==> config.mk <==
export PLATFORM = sky130hd
export DESIGN_NAME = ste_snd_dma
export DESIGN_NICKNAME = d
export VERILOG_FILES = /design/src/rtl/ste_snd_dma.sv
export SDC_FILE = /design/constraint.sdc
export NUM_CORES = 1
export LEC_CHECK = 0
export CORE_ASPECT_RATIO = 0.75
export CORE_MARGIN = 2
export CORE_UTILIZATION = 57
export DETAILED_ROUTE_END_ITERATION = 10
export PLACE_DENSITY_LB_ADDON = 0.25
export SYNTH_ARGS = -nofsm -noshare
export SYNTH_HDL_FRONTEND = slang
export SYNTH_SLANG_ARGS = --single-unit
==> constraint.sdc <==
create_clock -name clk -period 6.5 [get_ports clk]
set_clock_uncertainty 0.1 [all_clocks]
set_input_delay 1.625 -clock clk [delete_from_list [all_inputs] [get_ports clk]]
set_output_delay 1.625 -clock clk [all_outputs]
set_load 0.02 [all_outputs]
==> src/rtl/ste_snd_dma.sv <==
// ste_snd_dma: sound DMA frame sequencer, slot requester and sample FIFO.
// Optional stereo drain is enabled by defining SND_DMA_STEREO_EN.
//
// Ports:
//   clk, porb        clock, async active-low reset
//   sndon            DMA enable level; low aborts and flushes
//   sfrep            frame repeat, sampled at frame end
//   stereo           1 = word holds L/R, 0 = word holds two mono samples
//   sft, sfe         frame start / exclusive end word address
//   sreq             registered memory slot request
//   sload, sdata     grant strobe and fetched word
//   snd              current fetch word address
//   stick            sample tick from the rate divider
//   samp_l, samp_r   signed 8-bit output samples
//   sframe           high while fetching a frame
//   sint             one-cycle end-of-frame pulse
//   underrun         sticky: tick seen with FIFO empty
module ste_snd_dma #(
  parameter int FIFO_DEPTH = 4
) (
  input  logic        clk,
  input  logic        porb,
  input  logic        sndon,
  input  logic        sfrep,
  input  logic        stereo,
  input  logic [20:0] sft,
  input  logic [20:0] sfe,
  output logic        sreq,
  input  logic        sload,
  input  logic [15:0] sdata,
  output logic [20:0] snd,
  input  logic        stick,
  output logic [7:0]  samp_l,
  output logic [7:0]  samp_r,
  output logic        sframe,
  output logic        sint,
  output logic        underrun
);

  localparam int AW = (FIFO_DEPTH > 1) ? $clog2(FIFO_DEPTH) : 1;
  localparam int CW = AW + 1;
  localparam logic [CW-1:0] DEPTH_C = CW'(FIFO_DEPTH);

  typedef enum logic [1:0] {
    IDLE = 2'd0,
    RUN  = 2'd1,
    STOP = 2'd2
  } state_t;

  state_t state, state_nx;

  logic [15:0]   mem [FIFO_DEPTH];
  logic [AW-1:0] wr_ptr, rd_ptr;
  logic [CW-1:0] count, count_nx;
  logic          phase;
  logic          empty, full;
  logic          stereo_mode;
  logic          push, pop, frame_end;
  logic          d_under, d_lo, d_st, d_hi;
  logic [15:0]   head;
  logic [20:0]   snd_inc;

`ifdef SND_DMA_STEREO_EN
  assign stereo_mode = stereo;
`else
  logic unused_stereo;
  assign unused_stereo = stereo;
  assign stereo_mode   = 1'b0;
`endif

  assign empty   = (count == '0);
  assign full    = (count == DEPTH_C);
  assign head    = mem[rd_ptr];
  assign snd_inc = snd + 21'd1;

  // Mode is only re-evaluated at a word boundary (phase == 0),
  // so a pending mono low byte always completes first.
  assign d_under = sndon && stick && empty;
  assign d_lo    = sndon && stick && !empty && phase;
  assign d_st    = sndon && stick && !empty && !phase && stereo_mode;
  assign d_hi    = sndon && stick && !empty && !phase && !stereo_mode;

  assign pop  = d_lo || d_st;
  // A full FIFO still takes the word when a pop frees a slot now.
  assign push = (state == RUN) && sndon && sload && (!full || pop);
  assign frame_end = push && (snd_inc == sfe);

  assign count_nx = count + CW'(push) - CW'(pop);

  always_comb begin
    state_nx = state;
    unique case (state)
      IDLE:    if (sndon) state_nx = (sft == sfe) ? STOP : RUN;
      RUN:     if (frame_end && !sfrep) state_nx = STOP;
      STOP:    state_nx = STOP;
      default: state_nx = IDLE;
    endcase
    if (!sndon) state_nx = IDLE;
  end

  always_ff @(posedge clk) begin
    if (push) mem[wr_ptr] <= sdata;
  end

  always_ff @(posedge clk or negedge porb) begin
    if (!porb) begin
      state    <= IDLE;
      sreq     <= 1'b0;
      snd      <= '0;
      sframe   <= 1'b0;
      sint     <= 1'b0;
      underrun <= 1'b0;
      samp_l   <= '0;
      samp_r   <= '0;
      wr_ptr   <= '0;
      rd_ptr   <= '0;
      count    <= '0;
      phase    <= 1'b0;
    end else begin
      state  <= state_nx;
      sframe <= (state_nx == RUN);
      sint   <= 1'b0;
      if (!sndon) begin
        sreq     <= 1'b0;
        wr_ptr   <= '0;
        rd_ptr   <= '0;
        count    <= '0;
        phase    <= 1'b0;
        underrun <= 1'b0;
      end else begin
        // Request only while fetching now and still fetching next.
        sreq  <= (state == RUN) && (state_nx == RUN)
                 && (count_nx < DEPTH_C);
        count <= count_nx;
        if (state == IDLE) begin
          snd  <= sft;
          sint <= (sft == sfe);
        end
        if (push) begin
          wr_ptr <= wr_ptr + AW'(1);
          snd    <= (frame_end && sfrep) ? sft : snd_inc;
          sint   <= frame_end;
        end
        unique case (1'b1)
          d_under: underrun <= 1'b1;
          d_lo: begin
            samp_l <= head[7:0];
            samp_r <= head[7:0];
            phase  <= 1'b0;
            rd_ptr <= rd_ptr + AW'(1);
          end
          d_st: begin
            samp_l <= head[15:8];
            samp_r <= head[7:0];
            rd_ptr <= rd_ptr + AW'(1);
          end
          d_hi: begin
            samp_l <= head[15:8];
            samp_r <= head[15:8];
            phase  <= 1'b1;
          end
          default: ;
        endcase
      end
    end
  end

endmodule

==> results.sh <==
export IMPL_crit_type="input pin to flop"
export IMPL_ir_drop_mv=0.148
export IMPL_dp_hpwl_um=9960
export IMPL_gp_congestion=0.933
export IMPL_synth_cells=484
export IMPL_synth_area_top_cells="edfxtp_1 (33%), dfrtp_1 (18%), mux4_2 (6.1%), xnor2_1 (5.8%), mux2i_1 (4.3%)"
export IMPL_drtAntennaViolNets=0
export IMPL_hold_viol=0
export IMPL_ys_types=62
export IMPL_track_usage_pct=26.2
export IMPL_clkSlewWorstSetupHoldPaths_ns=0.07
export IMPL_synth_top_area_share_pct=32.6
export IMPL_antenna_found_initial=0
export IMPL_drv_slew=0
export IMPL_root_buffer="clkbuf_16"
export IMPL_worstHoldPathType="flop to flop"
export IMPL_ioPinCount=106
export IMPL_dp_cells=695
export IMPL_start_util_pct=57.9
export IMPL_antenna_diode_count=0
export IMPL_yosys_warnings=0
export IMPL_synth_flop_cell="edfxtp_1"
export IMPL_final_core_util_pct=71.2
export IMPL_clock_path_buffers=2
export IMPL_finalNetCount=643
export IMPL_clkSinkCount=107
export IMPL_core_area_um2=10200
export IMPL_synth_edf_count=64
export IMPL_p_per_area_nw_per_um2=271
export IMPL_numPortBuffers=104
export IMPL_synthAdderAreaFrac_pct=1.83
export IMPL_grt_first_pass_wirelength_um=22000
export IMPL_grt_max_degree=44
export IMPL_drt_initial_drc_count=410
export IMPL_layout_setup_ws_ns=1.71
export IMPL_cts_setup_buffers=0
export IMPL_area_growth_pct=23.0
export IMPL_end_kind="flop"
export IMPL_tightest_slew_ns=1.08
export IMPL_cts_buffers=9
export IMPL_drt_pass1_iter_count=5
export IMPL_synth_simple_area_share_pct=14.6
export IMPL_drt_wl_total_um=14100
export IMPL_synth_seq_cells=107
export IMPL_synth_top_family_by_area="simple AND/OR/NAND/NOR gates"
export IMPL_synth_yosys_seq_area_share_pct=50.9
export IMPL_die_h_um=92.0
export IMPL_die_area_um2=11200
export IMPL_grt_overflow=0
export IMPL_wl_per_cell_um=19.9
export IMPL_critPathLaunchType="input pin"
export IMPL_vias_per_cell=6.07
export IMPL_layoutNonFillerInstCount=711
export IMPL_post_dp_cell_area_um2=6940
export IMPL_timing_slew_headroom_pct=28.1
export IMPL_cts_tree="yes"
export IMPL_synth_top_area_cell="edfxtp_1"
export IMPL_whs_ns=0.410
export IMPL_grt_pass1_vias=4092
export IMPL_crit_fanout=17
export IMPL_cts_resized=0
export IMPL_p_total_mw=1.96
export IMPL_fmax_ghz=0.209
export IMPL_num_vias=4313
export IMPL_fin_tns_setup_ns=0
export IMPL_rsz0062_at_grt="false"
export IMPL_synth_async_sr_flop_share_pct=40.2
export IMPL_synth_mux_area_share_pct=10.4
export IMPL_hold_buffers=0
export IMPL_syn_nets=557
export IMPL_drive_above_1_share_pct=10.1
export IMPL_required_ns=6.62
export IMPL_drv_cap=0
export IMPL_syn_area_per_cell_um2=12.2
export IMPL_drcViolationCount=0
export IMPL_final_cell_area_um2=7240
export IMPL_synthXorXnorAreaFrac_pct=7.44
export IMPL_mappedNetlistArea_um2=5890
export IMPL_die_width_um=121
export IMPL_worstPathArrival_ns=4.91
export IMPL_worstSkewPairLatency_ns=0.34
export IMPL_finalCritPeriodShare_pct=73.7
export IMPL_synth_compound_area_share_pct=10.3
export IMPL_setup_viol=0
export IMPL_leakage_nw=2.56
export IMPL_dp_slack_ns=1.44
export IMPL_status="finished clean"
export IMPL_fp_row_count=32
export IMPL_htreeDepth=3
export IMPL_layout_min_cycle_time_ns=4.79
-- state kept, by name, indices dropped and copies added (netlist names) --
| name | flops |
|---|---|
| count | 3 |
| mem | 64 |
| underrun | 1 |
| rd_ptr | 2 |
| snd | 21 |
| state | 2 |
| sreq | 1 |
| sint | 1 |
| phase | 1 |
| wr_ptr | 2 |
| samp_r | 8 |
| sframe | 1 |
-- cells by family after synthesis --
group	after synthesis
simple gates	139
flops	107
compound gates	86
buf+inv	53
xor+xnor	50
mux	41
fa+ha+maj	8
-- cell usage after synthesis, types with 5 or more instances --
cell type  count
buf_2          6
o21ai_0       24
buf_4          8
a21oi_2        7
nand4_1       10
mux2i_1       25
and2_1        11
a22oi_1        9
nand3_1       14
edfxtp_1      64
a21oi_1        6
ha_1           7
nor2_1        13
dfrtp_1       43
nor2b_1        7
a2bb2oi_1      7
nor3_1         8
xnor2_1       39
o21a_1         5
mux4_2        16
nand2_1       35
inv_1         18
clkbuf_1      16
nor4_1         5
xor2_1        11
-- layer usage --
layer / GRT usage, % / routed length (um)
met1: 38.3 / 6200
met2: 40.6 / 6690
met3: 6.28 / 1090
met4: 5.17 / 147
met5: 0 / 0
-- critical path, stage by stage --
cell and delay, ns:
clkdlybuf4s50_1 0.79, nand3_1 0.62, nor2_1 0.41, ha_1 0.18
inv_1 0.04, ha_1 0.18, fa_1 0.38, xnor2_1 0.22
xnor2_1 0.13, nor4bb_1 0.32
-- power breakdown --
part	switching, mW	internal (mW)	total, mW	leakage (nW)
Sequential	0.0854	0.777	0.863	1.10
Combinational	0.292	0.260	0.552	1.31
Clock	0.245	0.304	0.549	0.147
Total	0.623	1.34	1.96	2.56
-- worst paths after layout --
check,startpoint,endpoint,slack (ns),cells past startpoint
setup / recovery,sndon,sreq,1.71,10
hold / removal,samp_r[7],samp_r[7],0.41,2
setup reg to reg,snd[3],snd[3],2.15,9
hold reg to reg,samp_r[7],samp_r[7],0.41,2
max in group asynchronous,porb,samp_r[4],4.27,1
min in group asynchronous,porb,snd[5],1.37,1
-- layout by cell type (no fill, tap or decap), drive strengths merged, types with 15 or more instances in the layout --
cell           instances
dfrtp                 43
mux2i                 25
clkdlybuf4s50        103
edfxtp                64
nand2                 35
nand3                 15
o21ai                 25
xnor2                 39
inv                   22
mux4                  16
-- final cells by class --
class,count,area [um^2]
sequential,107,3000
fill,713,2930
multi-input combinational,324,2630
timing repair buffer,109,1070
clock buffer,10,229
tap,136,170
clock inverter,6,71.3
inverter,19,71.3
No activity file was read; power rests on OpenSTA's default activity.
